<file path="src/rtl/elastic_join_n.sv">
// elastic_join_n: N-input elastic join. Each channel is buffered by its own
// DEPTH-entry FIFO. One joined token leaves when every enabled channel holds
// data; every enabled channel then pops its head in the same cycle.

// One channel FIFO: registered storage, no bypass, ready from local state only.
module ejn_lane #(
    parameter int DW    = 32,
    parameter int DEPTH = 2,
    parameter int CW    = $clog2(DEPTH + 1),
    parameter int PW    = $clog2(DEPTH)
) (
    input  logic          clk,
    input  logic          rst_n,
    input  logic          en_i,
    input  logic          flush_i,
    input  logic          vld_i,
    input  logic [DW-1:0] data_i,
    input  logic          pop_i,
    output logic          rdy_o,
    output logic          head_v_o,
    output logic [DW-1:0] head_o,
    output logic [CW-1:0] cnt_o
);
    logic [DW-1:0] mem_q [DEPTH];
    logic [PW-1:0] wr_ptr_q, wr_ptr_d;
    logic [PW-1:0] rd_ptr_q, rd_ptr_d;
    logic [CW-1:0] cnt_q, cnt_d;
    logic          full, push, pop;

    assign full     = (cnt_q == CW'(DEPTH));
    assign head_v_o = (cnt_q != '0);
    assign rdy_o    = en_i && !full;
    assign cnt_o    = cnt_q;

    // A flushing cycle discards any handshake that happens alongside it.
    assign push = vld_i && rdy_o && !flush_i;
    assign pop  = pop_i && en_i && head_v_o && !flush_i;

    // Lane is zero unless it is enabled and actually holds a head entry, so
    // dout reads as zero out of reset and for disabled channels.
    assign head_o = (en_i && head_v_o) ? mem_q[rd_ptr_q] : '0;

    // Next-state for pointers and count; power-of-two DEPTH makes the
    // pointer increment wrap naturally.
    always_comb begin
        wr_ptr_d = wr_ptr_q;
        rd_ptr_d = rd_ptr_q;
        cnt_d    = cnt_q;
        if (flush_i) begin
            wr_ptr_d = '0;
            rd_ptr_d = '0;
            cnt_d    = '0;
        end else begin
            if (push) wr_ptr_d = wr_ptr_q + PW'(1);
            if (pop)  rd_ptr_d = rd_ptr_q + PW'(1);
            case ({push, pop})
                2'b10:   cnt_d = cnt_q + CW'(1);
                2'b01:   cnt_d = cnt_q - CW'(1);
                default: cnt_d = cnt_q;
            endcase
        end
    end

    // Pointer/count state, cleared asynchronously so dout_v drops at once.
    always_ff @(posedge clk or negedge rst_n) begin
        if (!rst_n) begin
            wr_ptr_q <= '0;
            rd_ptr_q <= '0;
            cnt_q    <= '0;
        end else begin
            wr_ptr_q <= wr_ptr_d;
            rd_ptr_q <= rd_ptr_d;
            cnt_q    <= cnt_d;
        end
    end

    // Storage needs no reset: it is never observed while the count is zero.
    always_ff @(posedge clk) begin
        if (push) mem_q[wr_ptr_q] <= data_i;
    end
endmodule

module elastic_join_n #(
    parameter int DATA_WIDTH = 32,
    parameter int NUM_INPUTS = 2,
    parameter int DEPTH      = 2,
    localparam int CW        = $clog2(DEPTH + 1)
) (
    input  logic                             clk,
    input  logic                             rst_n,
    input  logic [NUM_INPUTS*DATA_WIDTH-1:0] din,
    input  logic [NUM_INPUTS-1:0]            din_v,
    output logic [NUM_INPUTS-1:0]            din_r,
    output logic [NUM_INPUTS*DATA_WIDTH-1:0] dout,
    output logic                             dout_v,
    input  logic                             dout_r,
    input  logic [NUM_INPUTS-1:0]            cfg_enable,
    input  logic                             cfg_flush,
    output logic [NUM_INPUTS*CW-1:0]         occupancy
);
    logic [NUM_INPUTS-1:0] head_v;
    logic                  fire;

    // Join condition: at least one channel enabled and every enabled channel
    // has a head entry. Disabled channels are treated as always satisfied.
    assign dout_v = (|cfg_enable) && (&(~cfg_enable | head_v));
    assign fire   = dout_v && dout_r;

    for (genvar i = 0; i < NUM_INPUTS; i++) begin : g_lane
        ejn_lane #(
            .DW    (DATA_WIDTH),
            .DEPTH (DEPTH),
            .CW    (CW)
        ) u_lane (
            .clk      (clk),
            .rst_n    (rst_n),
            .en_i     (cfg_enable[i]),
            .flush_i  (cfg_flush),
            .vld_i    (din_v[i]),
            .data_i   (din[i*DATA_WIDTH +: DATA_WIDTH]),
            .pop_i    (fire),
            .rdy_o    (din_r[i]),
            .head_v_o (head_v[i]),
            .head_o   (dout[i*DATA_WIDTH +: DATA_WIDTH]),
            .cnt_o    (occupancy[i*CW +: CW])
        );
    end
endmodule

</file>
<file path="config.mk">
export PLATFORM = sky130hd
export DESIGN_NAME = elastic_join_n
export DESIGN_NICKNAME = d
export VERILOG_FILES = /design/src/rtl/elastic_join_n.sv
export SDC_FILE = /design/constraint.sdc
export NUM_CORES = 1
export LEC_CHECK = 0
export BUFFER_PORTS_ARGS = -buffer_cell sky130_fd_sc_hd__buf_4
export CAP_MARGIN = 10
export CORE_ASPECT_RATIO = 1.2
export CORE_UTILIZATION = 47
export CTS_BUF_LIST = sky130_fd_sc_hd__clkbuf_16
export DETAILED_ROUTE_END_ITERATION = 10
export PLACE_DENSITY = 0.76
export SYNTH_ARGS = -nofsm -noshare
export SYNTH_HDL_FRONTEND = slang
export SYNTH_HIERARCHICAL = 1
export SYNTH_SLANG_ARGS = --single-unit
</file>
<file path="constraint.sdc">
create_clock -name clk -period 3.45 [get_ports clk]
set_clock_uncertainty 0.1 [all_clocks]
set_input_delay 0.5175 -clock clk [delete_from_list [all_inputs] [get_ports clk]]
set_output_delay 0.5175 -clock clk [all_outputs]
set_load 0.05 [all_outputs]
</file>
[Yosys cells after proc, flatten, opt, wreduce, memory -nomap -nowiden]
Memory sizes are Yosys's and may differ from the RTL's.
Index checks and enable logic that the tools add are counted.
W data, S select, Z words.
Word-level totals
  bits in registers: 8
  logic and storage cells: 71
  RAM bits: 128
  output and inout bits: 71
  bits of input ports: 72
  memories kept: 2
Cells by class
  bitwise logic cells: 2
  add/sub/neg operators: 8
  reduce and logical (&&, ||, !) cells: 29
  multiplexer cells: 18
  equality and inequality tests: 6
Memory list
  g_lane[0].u_lane.mem_q: words 2, width 32, rd ports 1, clocked after Yosys merged registers in 0, wr ports 1, line 24  | logic [DW-1:0] mem_q [DEPTH];
  g_lane[1].u_lane.mem_q: words 2, width 32, rd ports 1, clocked after Yosys merged registers in 0, wr ports 1, line 24
Operator list (number)
  $mux W32: 2
  $logic_and A1 B1 Y1: 16
  $mux W1: 12
  $reduce_bool A2 Y1: 6
  $eq A2 B2 Y1 const B: 4
  $pmux W2 S2: 2
  $reduce_bool A3 Y1: 2
  $add A1 B1 Y1 const B: 4
  $add A2 B1 Y2 const B: 2
  $eq A2 B1 Y1 const B: 2
  $mux W2: 2
  $sub A2 B1 Y2 const B: 2
  $logic_not A1 Y1: 3
  $not A2 Y2: 1
  $or A2 B2 Y2: 1
  $reduce_and A2 Y1: 1
  $reduce_or A2 Y1: 1

[Depth between registers and ports, before layout]
Gate-level depths: netlist of the first run.
  word-level depth: 11
  mapped depth: 6
  mapped depth without buffers: 6

[Modules after synthesis]
Netlist of the first run, hierarchy kept.
By module, submodules not included
  ejn_lane (g_lane[1].u_lane): seq. area each 2021.9 um^2, instances 1, area each 2703.8 um^2, cells each 164
  ejn_lane (g_lane[0].u_lane): seq. area each 2021.9 um^2, instances 1, area each 2655.0 um^2, cells each 162
  elastic_join_n: seq. area each 0.0 um^2, instances 1, area each 32.5 um^2, cells each 4

[Least setup slack after synthesis of the first run]
OpenSTA, ideal clock, no wires.
  path type: flip-flop to flip-flop
  start: register g_lane[0].u_lane.cnt_q[0]
  end: memory g_lane[0].u_lane.mem_q[1][0] (enable)
  setup time: 0.468 ns
  path buffers: 0
  slack: -0.566 ns
  data required time: 2.882 ns
  stages on the path, launching flop included: 4
  data arrival time: 3.448 ns
  period minus slack after synthesis: 4.016 ns
  path through: dfrtp_1 -> nand2b_1 -> nand3_1 -> nor3b_1
On the way
  word-level cells in the longest chain between the ends: 7
Ends and longest elaborated chain
  from (decl): line 27  | logic [CW-1:0] cnt_q, cnt_d;
  from (signal assigned): line 73  | cnt_q <= cnt_d;
  $eq A2 B2 Y1: line 30  | assign full = (cnt_q == CW'(DEPTH));
  $logic_not A1 Y1: line 32  | assign rdy_o = en_i && !full;
  $logic_and A1 B1 Y1: line 32
  $logic_and A1 B1 Y1 (2 in a row): line 36  | assign push = vld_i && rdy_o && !flush_i;
  $mux W1: line 79  | if (push) mem_q[wr_ptr_q] <= data_i;
  $mux W1 (implied by the code): line 79
  to (decl): line 24
No other way between the ends.

[Worst setup path after layout of the first run]
  start: register g_lane[0].u_lane.rd_ptr_q
  end: output dout[9]
On the way
  word-level cells in the longest chain between the ends: 2
Ends and longest elaborated chain
  from (decl): line 26  | logic [PW-1:0] rd_ptr_q, rd_ptr_d;
  from (signal assigned): line 72  | rd_ptr_q <= rd_ptr_d;
  $mem_v2 Z2 W32
  $mux W32: line 41  | assign head_o = (en_i && head_v_o) ? mem_q[rd_ptr_q] : '0;
  to (decl): line 94  | output logic [NUM_INPUTS*DATA_WIDTH-1:0] dout,
No other way between the ends.

==> metrics, run 1 <==
number of max-cap violations 0; ranking of synthesized cells by area edfxtp_1, mux2i_1, nor2_1; Post-DRT Antenna Nets 0; CTS tree yes; WL final 9913 µm; Hold WC Path Type input pin to flop; post-route insts no fill 652; endpoints failing hold 0; final cell area excluding filler cells 7268 µm²; Total GRT Usage 17.56%; first-pass GRT wire length 15,600 µm; initial antenna violation count 0; total CTS buffers 17; worst skew pair latency 400 ps; Clk pin slew, worst setup/hold paths 60 ps; synthesized instance count 330; Setup crit start kind flop; # DRC 0; grt ovf 0; most common cell in the netlist edfxtp_1; num rows 42; Routed wire per std cell 15.20 µm; Lkg Pwr 2.688 nW; Worst-Margin Slew 937.1 ps; crit end category output pin; DR vias/cell 4.934; setup violators final 0; fin. max-slew vios 0; Starting Density 48.62%; # IOs 143; RSZ-0062 raised after global routing false; Seq/Total Area, Yosys 75.01%; Post-DP HPWL 6385 µm; largest net degree at the start of global routing 34; mapped cell area 5391 µm²; deepest clock path buffer count 2; Cell variety after synth 34; setup TNS 0 ps; die width 99.77 µm; Crit path required time 2830 ps; Syn. warnings 6; Layout Area Growth over Synthesis 34.81%; Placed Instances 619; Yosys top cell area share 71.29%; most common flop cell mapped by yosys edfxtp_1; DRT Pass-1 Iters 4; Power per Cell Area 557.9 nW/µm²; fin nets 557; die footprint 11,910 µm²; share of cells above drive strength 1 38.55%; syn nets 402; area post-placement 6654 µm²; 1st-iter DRT viols 118; Placer Congestion 0.6685; die height 119.3 µm; fraction of registers with async set or reset after synthesis 5.882%; I/O Buffers 142; Rel. slew slack 37.53%; Tcrit/Tclk final 76.04%; fin crit period 2624 ps; DR vias 3,217; Worst Path Arrival 2010 ps; kind of critical path flop to output pin; setup repair bufs after CTS 0; Post-synth EDFFs 128; # diodes 0; Synth Area per Inst 16.34 µm²; peak supply drop 0.0004587 V; core area 11,090 µm²; layout filler cell count 790; Max Fanout on Critical Path 19; H-tree levels 4; CTS resizes 0; upper clock frequency limit 381.2 MHz; outcome finished, final reports clean; leading area contributor after synthesis edfxtp_1; number of global-route vias before repair 3,303; Hold Slack 187.6 ps; Root Buffer clkbuf_16; top cells by count, synth edfxtp_1, nor2_1, mux2i_1; Yosys reg bits 136; CTS Sinks 136
final cells by class:
type / instances / area (µm²) / share of cell area [%]
clock inverter: 15 / 178.9 / 2.462
inverter: 1 / 3.754 / 0.05164
tap: 154 / 192.7 / 2.651
timing repair buffer: 150 / 1129 / 15.53
sequential: 136 / 4046 / 55.67
clock buffer: 17 / 425.4 / 5.853
multi-input combinational: 179 / 1292 / 17.78
report_power, final:
group,switching [W],internal (W)
clock network,0.000667,0.00114
registers,0.0000212,0.00185
logic,0.000237,0.000140
total,0.000926,0.00313
cells by family (layout without fill, tap and decap cells):
kind of cell / count (synthesis) / after routing / synth area share [%]
flops: 136 / 136 / 75.01
simple gates: 93 / 93 / 8.169
mux: 68 / 68 / 12.76
compound gates: 15 / 15 / 1.717
buf+inv: 15 / 183 / 1.856
xor+xnor: 3 / 3 / 0.4874
worst paths after layout:
check                                               start                             to  slack (ps)  depth (start not counted)
worst min register to register  g_lane[0].u_lane/cnt_o[0]      g_lane[0].u_lane/cnt_o[0]         540                          1
worst min-delay path                              din[17]  g_lane[0].u_lane/mem_q[0][17]         190                          1
worst max register to register  g_lane[1].u_lane/cnt_o[0]      g_lane[0].u_lane/cnt_o[0]        1370                          6
worst max-delay path            g_lane[0].u_lane/rd_ptr_q                        dout[9]         830                          4
min in group asynchronous                           rst_n      g_lane[1].u_lane/wr_ptr_q         370                          2
max in group asynchronous                           rst_n      g_lane[0].u_lane/rd_ptr_q        2740                          2
routing by layer:
layer / up-vias / share of wire [%] / global-route usage [%] / wire (µm)
met5: - / 0 / 0 / 0
met4: 0 / 1.1 / 6.618 / 112
met3: 9 / 7.7 / 7.042 / 767
met2: 122 / 49 / 28.41 / 4810
met1: 1551 / 43 / 21.01 / 4223
li1: 1535 / - / - / -
flip-flops by register name (all words and copies together) (netlist names):
signal,cells
g_lane.u_lane/mem_q,128
g_lane.u_lane/cnt_o,4
g_lane.u_lane/rd_ptr_q,2
g_lane.u_lane/wr_ptr_q,2
metrics by stage:
step,power (W),util [%],setup WS (ps)
finish,0.004055,65.55,826.5
global route,0.004185,65.55,692.0
CTS,0.004091,65.55,783.8
detailed placement,0.002284,60.01,1250
global placement,0.002275,60.01,1284
floorplan,0.002122,-,533.2
cells in the final DEF (no fill, tap or decap), drive strengths merged, types with 2 or more instances in the layout:
cell type,count
clkbuf,17
nand2b,3
dfrtp,8
buf,149
nand2,2
xor2,3
nor3,2
bufinv,3
o211ai,3
or2,2
nor2,70
mux2,3
and2,2
nor2b,4
clkinv,6
nor3b,3
clkinvlp,3
a21oi,5
mux2i,65
o21ai,4
inv,4
edfxtp,128
worst max-delay path: stages (launching register included):
cell	delay, ps
dfrtp_2	740
buf_4	310
mux2i_1	240
nor2_1	80
buf_4	210
repair_timing:
action,4_1_cts,5_1_grt
hold buffers,1,0
endpoints found under the hold margin,8,0
endpoints found under the setup margin,0,0
No activity file was read; power rests on OpenSTA's default activity.
==> run 2: changes to the inputs <==
- clock period: 3.45 -> 2.25 ns (I/O delays scaled with it)
==> metrics, run 2 (same netlist as run 1, synthesis figures left out) <==
total CTS buffers 17 (unchanged); die footprint 11,910 µm² (unchanged); Reg with most FFs g_lane.u_lane/mem_q (unchanged); crit-path cells or2_1 -> nand2_1 -> buf_12 -> nor2_1 -> buf_4 (was buf_4 -> mux2i_1 -> nor2_1 -> buf_4); setup TNS 0 ps (unchanged); CTS Sinks 136 (unchanged); number of max-cap violations 0 (unchanged); upper clock frequency limit 460.3 MHz; most frequent cells in the layout buf_4, edfxtp_1, nor2_1, mux2i_1, dlygate4sd3_1 (was buf_4, edfxtp_1, nor2_1, mux2i_1, clkbuf_16); busiest grt layer met2 (unchanged); Layout Area Growth over Synthesis 44.21% (was 34.81%); CTS tree yes (unchanged); Hold WC Path Type input pin to flop (unchanged); kind of critical path flop to output pin (unchanged); I/O Buffers 142 (unchanged); Starting Density 48.62% (unchanged); delay of the slowest cell on the worst path 460 ps (was 740 ps); Tcrit/Tclk final 96.55%; Max Fanout on Critical Path 32 (was 19); Clk pin slew, worst setup/hold paths 50 ps (was 60 ps); first-pass GRT wire length 16,160 µm (was 15,600 µm); layout filler cell count 725 (was 790); # IOs 143 (unchanged); Post-DP HPWL 6347 µm (was 6385 µm); area post-placement 6754 µm² (was 6654 µm²); largest net degree at the start of global routing 33 (was 34); Slowest cell on crit path dfrtp_2 (unchanged); Worst Path Arrival 1730 ps (was 2010 ps); Total GRT Usage 18.11% (was 17.56%); 1st-iter DRT viols 143 (was 118); peak supply drop 0.0005217 V (was 0.0004587 V); DRT Pass-1 Iters 4 (unchanged); num rows 42 (unchanged); # diodes 0 (unchanged); Rel. slew slack 59.90% (was 37.53%); max FFs per register 128 (unchanged); die width 99.77 µm (unchanged); setup violators final 0 (unchanged); final cell area excluding filler cells 7775 µm² (was 7268 µm²); met3 usage 6.338% (was 7.042%); Worst-Margin Slew 598.9 ps (was 937.1 ps); most common cell after layout, fill and taps aside buf_4 (unchanged); Power per Cell Area 774.2 nW/µm² (was 557.9 nW/µm²); core area 11,090 µm² (unchanged); met1 Use GR 20.76% (was 21.01%); fin crit period 2172 ps; Post-DRT Antenna Nets 0 (unchanged); endpoints failing hold 0 (unchanged); fin. max-slew vios 0 (unchanged); share of cells above drive strength 1 36.40% (was 38.55%); Placer Congestion 0.7647 (was 0.6685); DR vias 3,415 (was 3,217); DR vias/cell 4.893 (was 4.934); H-tree levels 4 (unchanged); worst skew pair latency 400 ps (about the same); outcome finished, final reports clean (unchanged); initial antenna violation count 0 (unchanged); RSZ-0062 raised after global routing false (unchanged); Routed wire per std cell 15.01 µm (was 15.20 µm); Lkg Pwr 2.876 nW (was 2.688 nW); WL final 10,480 µm (was 9913 µm); fin nets 604 (was 557); Crit path required time 1810 ps (was 2830 ps); Root Buffer clkbuf_16 (unchanged); deepest clock path buffer count 2 (unchanged); crit end category output pin (unchanged); # DRC 0 (unchanged); GR Layer Usage met2 30.47% (was 28.41%); grt ovf 0 (unchanged); number of global-route vias before repair 3,425 (was 3,303); Setup crit start kind flop (unchanged); die height 119.3 µm (unchanged)
## run 2: cell count changes in the layout (fill, tap and decap cells not counted), moves of 3 or more
| cell | change |
|---|---|
| dfrtp_1 | -4 |
| clkinv_1 | +3 |
| buf_4 | -4 |
| dlygate4sd3_1 | +44 |
| buf_12 | +6 |
| dfrtp_2 | +4 |
## run 2: metrics by stage
step / util [%] / instances / setup slack, ps / hold slack [ps] / total power [W]
after detailed placement: 60.91 / 620 / 305.0 / 69.82 / 0.003515
final: 70.12 / 698 / 77.60 / 14.79 / 0.006019
after floorplan: - / 330 / -45.81 / -58.09 / 0.003264
after CTS: 69.87 / 696 / 8.047 / 0.02309 / 0.006055
after global routing: 70.12 / 698 / 8.710 / 0.6868 / 0.006203
after global placement: 60.91 / 620 / 388.4 / 66.40 / 0.003500
## run 2: worst paths after layout
kind,start,slack (ps),endpoint,depth (start not counted)
setup / recovery,g_lane[0].u_lane/cnt_o[1],80,dout[0],5
hold / removal,din[39],10,g_lane[1].u_lane/mem_q[1][7],1
setup reg to reg,g_lane[1].u_lane/cnt_o[0],250,g_lane[0].u_lane/cnt_o[0],6
hold reg to reg,g_lane[0].u_lane/cnt_o[0],470,g_lane[0].u_lane/cnt_o[0],1
max in group asynchronous,rst_n,1690,g_lane[1].u_lane/rd_ptr_q,2
min in group asynchronous,rst_n,200,g_lane[0].u_lane/wr_ptr_q,2
## run 2: layer usage
metal / vias up / wire length (µm)
li1: 1633 / -
met1: 1644 / 4281
met2: 127 / 5311
met3: 11 / 755
met4: 0 / 129
met5: - / 0
## run 2: final cells by class
| type | count | area (µm²) | area share [%] |
|---|---|---|---|
| clock inverter | 14 | 110.1 | 1.416 |
| inverter | 1 | 3.754 | 0.04828 |
| multi-input combinational | 179 | 1318 | 16.95 |
| timing repair buffer | 197 | 1674 | 21.53 |
| clock buffer | 17 | 425.4 | 5.472 |
| tap | 154 | 192.7 | 2.478 |
| sequential | 136 | 4051 | 52.11 |
## run 2: repair_timing
action	in CTS	in global routing
resized for setup	2	3
hold buffers	45	0
endpoints found under the setup margin	64	33
endpoints found under the hold margin	90	0
setup buffers	0	2
## run 2: report_power, final
group | switching (W) | leakage (nW) | internal, W | total (W)
clock | 0.000989 | 0.257 | 0.00149 | 0.00248
combinational | 0.000389 | 1.36 | 0.000279 | 0.000668
sequential | 0.0000276 | 1.26 | 0.00284 | 0.00287
## run 2: worst max-delay path: cells and delay by family (launching register included)
kind / cells / cell delay [ps]
flops: 1 / 460
simple gates: 3 / 460
buf+inv: 2 / 390
==> run 3: changes to the inputs <==
==> constraint.sdc (replaced) <==
create_clock -name clk -period 2.25 [get_ports clk]
set_clock_uncertainty 0.1 [all_clocks]
set_input_delay 0.45 -clock clk [delete_from_list [all_inputs] [get_ports clk]]
set_output_delay 0.45 -clock clk [all_outputs]
set_load 0.05 [all_outputs]
==> metrics, run 3 (same netlist as run 1, synthesis figures left out) <==
Layout Area Growth over Synthesis 41.31% (was 44.21%); Routed wire per std cell 15.93 µm (was 15.01 µm); 1st-iter DRT viols 97 (was 143); num rows 42 (unchanged); sequential share of power 46.0% (was 47.6%); Slowest cell on crit path dfrtp_2 (unchanged); Hold WC Path Type input pin to flop (unchanged); # DRC 0 (unchanged); Logic pwr share 10.6% (was 11.1%); kind of critical path flop to output pin (unchanged); layout filler cell count 741 (was 725); Reg2Reg Depth 6 (unchanged); Top delay family on crit path flip-flops (unchanged); # diodes 0 (unchanged); Max Fanout on Critical Path 16 (was 32); number of global-route vias before repair 3,389 (was 3,425); CTS tree yes (unchanged); Lkg Pwr 2.845 nW (was 2.876 nW); Worst Path Arrival 1650 ps (was 1730 ps); final cell area excluding filler cells 7619 µm² (was 7775 µm²); most common cell after layout, fill and taps aside buf_4 (unchanged); Worst-Margin Slew 590.6 ps (was 598.9 ps); initial antenna violation count 0 (unchanged); fin nets 575 (was 604); post-route insts no fill 670 (was 698); number of max-cap violations 0 (unchanged); die height 119.3 µm (unchanged); Crit path required time 1700 ps (was 1810 ps); Post-DP HPWL 6673 µm (was 6347 µm); die footprint 11,910 µm² (unchanged); die width 99.77 µm (unchanged); DR vias/cell 4.964 (was 4.893); buffers plus inverters on the worst setup path 2 (unchanged); worst skew pair latency 400 ps (about the same); fin. max-slew vios 0 (unchanged); crit-path cells or2_4 -> nand2_4 -> clkbuf_16 -> nor2_1 -> buf_4 (was or2_1 -> nand2_1 -> buf_12 -> nor2_1 -> buf_4); R2R setup slack 300 ps (was 250 ps); Clk pwr share 43.5% (was 41.3%); core area 11,090 µm² (unchanged); Rel. slew slack 60.45% (was 59.90%); DRT Pass-1 Iters 4 (unchanged); Switching Fraction 22.52% (was 23.36%); WHS Endpoint g_lane[0].u_lane/mem_q[1][8] (was g_lane[1].u_lane/mem_q[1][7]); I/O Buffers 142 (unchanged); Tcrit/Tclk final 97.77% (was 96.55%); Root Buffer clkbuf_16 (unchanged); Hold Path Cell Cnt 1 (unchanged); outcome finished, final reports clean (unchanged); RR Startpoint g_lane[1].u_lane/cnt_o[1] (was g_lane[1].u_lane/cnt_o[0]); busiest grt layer met2 (unchanged); Placer Congestion 0.7426 (was 0.7647); fin crit period 2200 ps (was 2172 ps); FF-to-FF End g_lane[0].u_lane/cnt_o[0] (unchanged); H-tree levels 4 (unchanged); share of cells above drive strength 1 41.67% (was 36.40%); total CTS buffers 17 (unchanged); Reg with most FFs g_lane.u_lane/mem_q (unchanged); endpoints failing hold 0 (unchanged); Post-DRT Antenna Nets 0 (unchanged); upper clock frequency limit 454.6 MHz (was 460.3 MHz); Clk pin slew, worst setup/hold paths 60 ps (was 50 ps); WL final 10,670 µm (was 10,480 µm); met1 Use GR 20.32% (was 20.76%); crit end category output pin (unchanged); max FFs per register 128 (unchanged); first-pass GRT wire length 16,080 µm (was 16,160 µm); P_int 0.004827 W (was 0.004613 W); Placed Instances 624 (was 620); largest net degree at the start of global routing 33 (unchanged); DR vias 3,326 (was 3,415); met3 usage 5.634% (was 6.338%); grt ovf 0 (unchanged); Net Switching 0.001403 W (was 0.001406 W); area post-placement 6834 µm² (was 6754 µm²); Setup crit start kind flop (unchanged); Total GRT Usage 18.02% (was 18.11%); delay of the slowest cell on the worst path 450 ps (was 460 ps); Power per Cell Area 817.7 nW/µm² (was 774.2 nW/µm²); CTS Sinks 136 (unchanged); worst slack, placed 204.5 ps (was 305.0 ps); RSZ-0062 raised after global routing false (unchanged); deepest clock path buffer count 2 (unchanged); GR Layer Usage met2 31.16% (was 30.47%); Starting Density 48.62% (unchanged); most frequent cells in the layout buf_4, edfxtp_1, nor2_1, mux2i_1, clkbuf_16 (was buf_4, edfxtp_1, nor2_1, mux2i_1, dlygate4sd3_1); Worst Slack Setup Final 50.23 ps (was 77.60 ps); # IOs 143 (unchanged); hold path start din[8] (was din[39]); peak supply drop 0.0005943 V (was 0.0005217 V); setup violators final 0 (unchanged)
==> run 3: cell count changes in the layout (fill, tap and decap cells not counted), sizes merged <==
cell | before | now
dlygate4sd3 | 45 | 1
buf | 152 | 166
clkinv | 9 | 6
bufinv | 1 | 3
clkbuf | 17 | 18
clkinvlp | 3 | 4
inv | 2 | 3
==> run 3: cell type report <==
type	count	area [µm²]	area share (%)
tap	154	192.7	2.529
multi-input combinational	179	1333	17.49
sequential	136	4054	53.21
clock buffer	17	425.4	5.584
timing repair buffer	168	1448	19.00
clock inverter	15	162.7	2.135
inverter	1	3.754	0.04927
==> run 3: metrics by stage <==
step	hold WS (ps)	setup TNS, ps	util (%)	power [W]
after global placement	177.5	0	61.63	0.003513
after detailed placement	178.1	0	61.63	0.003530
final	125.6	0	68.71	0.006230
after CTS	109.5	0	67.87	0.006256
after global routing	108.8	0	68.71	0.006425
after floorplan	54.41	-1491	-	0.003264
==> run 3: worst max path at each step <==
stage	from	to	slack [ps]	cells past startpoint
after detailed placement	cfg_enable[1]	g_lane[0].u_lane/cnt_o[0]	200	6
after global routing	g_lane[1].u_lane/cnt_o[1]	dout[56]	4	5
final	g_lane[1].u_lane/cnt_o[1]	dout[39]	50	5
after floorplan	g_lane[1].u_lane/cnt_o[1]	g_lane[1].u_lane/mem_q[1][0]	-50	3
after CTS	g_lane[1].u_lane/cnt_o[0]	dout[43]	1	5
after global placement	cfg_enable[1]	g_lane[1].u_lane/cnt_o[1]	320	6
==> run 3: repair_timing <==
item / 4_1_cts / 5_1_grt
hold endpoints to repair: 8 / 0
hold buffers: 1 / 0
gates cloned: 1 / 1
buffers inserted: 3 / 8
gates resized for setup: 13 / 2
endpoints found under the setup margin: 47 / 64
pin swaps: 1 / 0
==> run 3: power groups by stage <==
stage / clock [W] / sequential (W) / combinational [W]
after global placement: 0 / 0.00292 / 0.000596
after global routing: 0.00286 / 0.00287 / 0.000694
after detailed placement: 0 / 0.00292 / 0.000608
after CTS: 0.00275 / 0.00287 / 0.000636
after floorplan: 0 / 0.00293 / 0.000334
final: 0.00271 / 0.00286 / 0.000658
==> run 3: routing by layer <==
layer	vias to the layer above	wire length [µm]
li1	1578	-
met1	1607	4178
met2	129	5582
met3	12	775
met4	0	138
met5	-	0
==> run 3: worst register-to-register path: cells and delay by family, from the launching register on <==
family,cells,cell delay [ps]
muxes,2,330
AOI/OAI and AO/OA,2,310
DFF,1,430
and+or+nand+nor,2,690
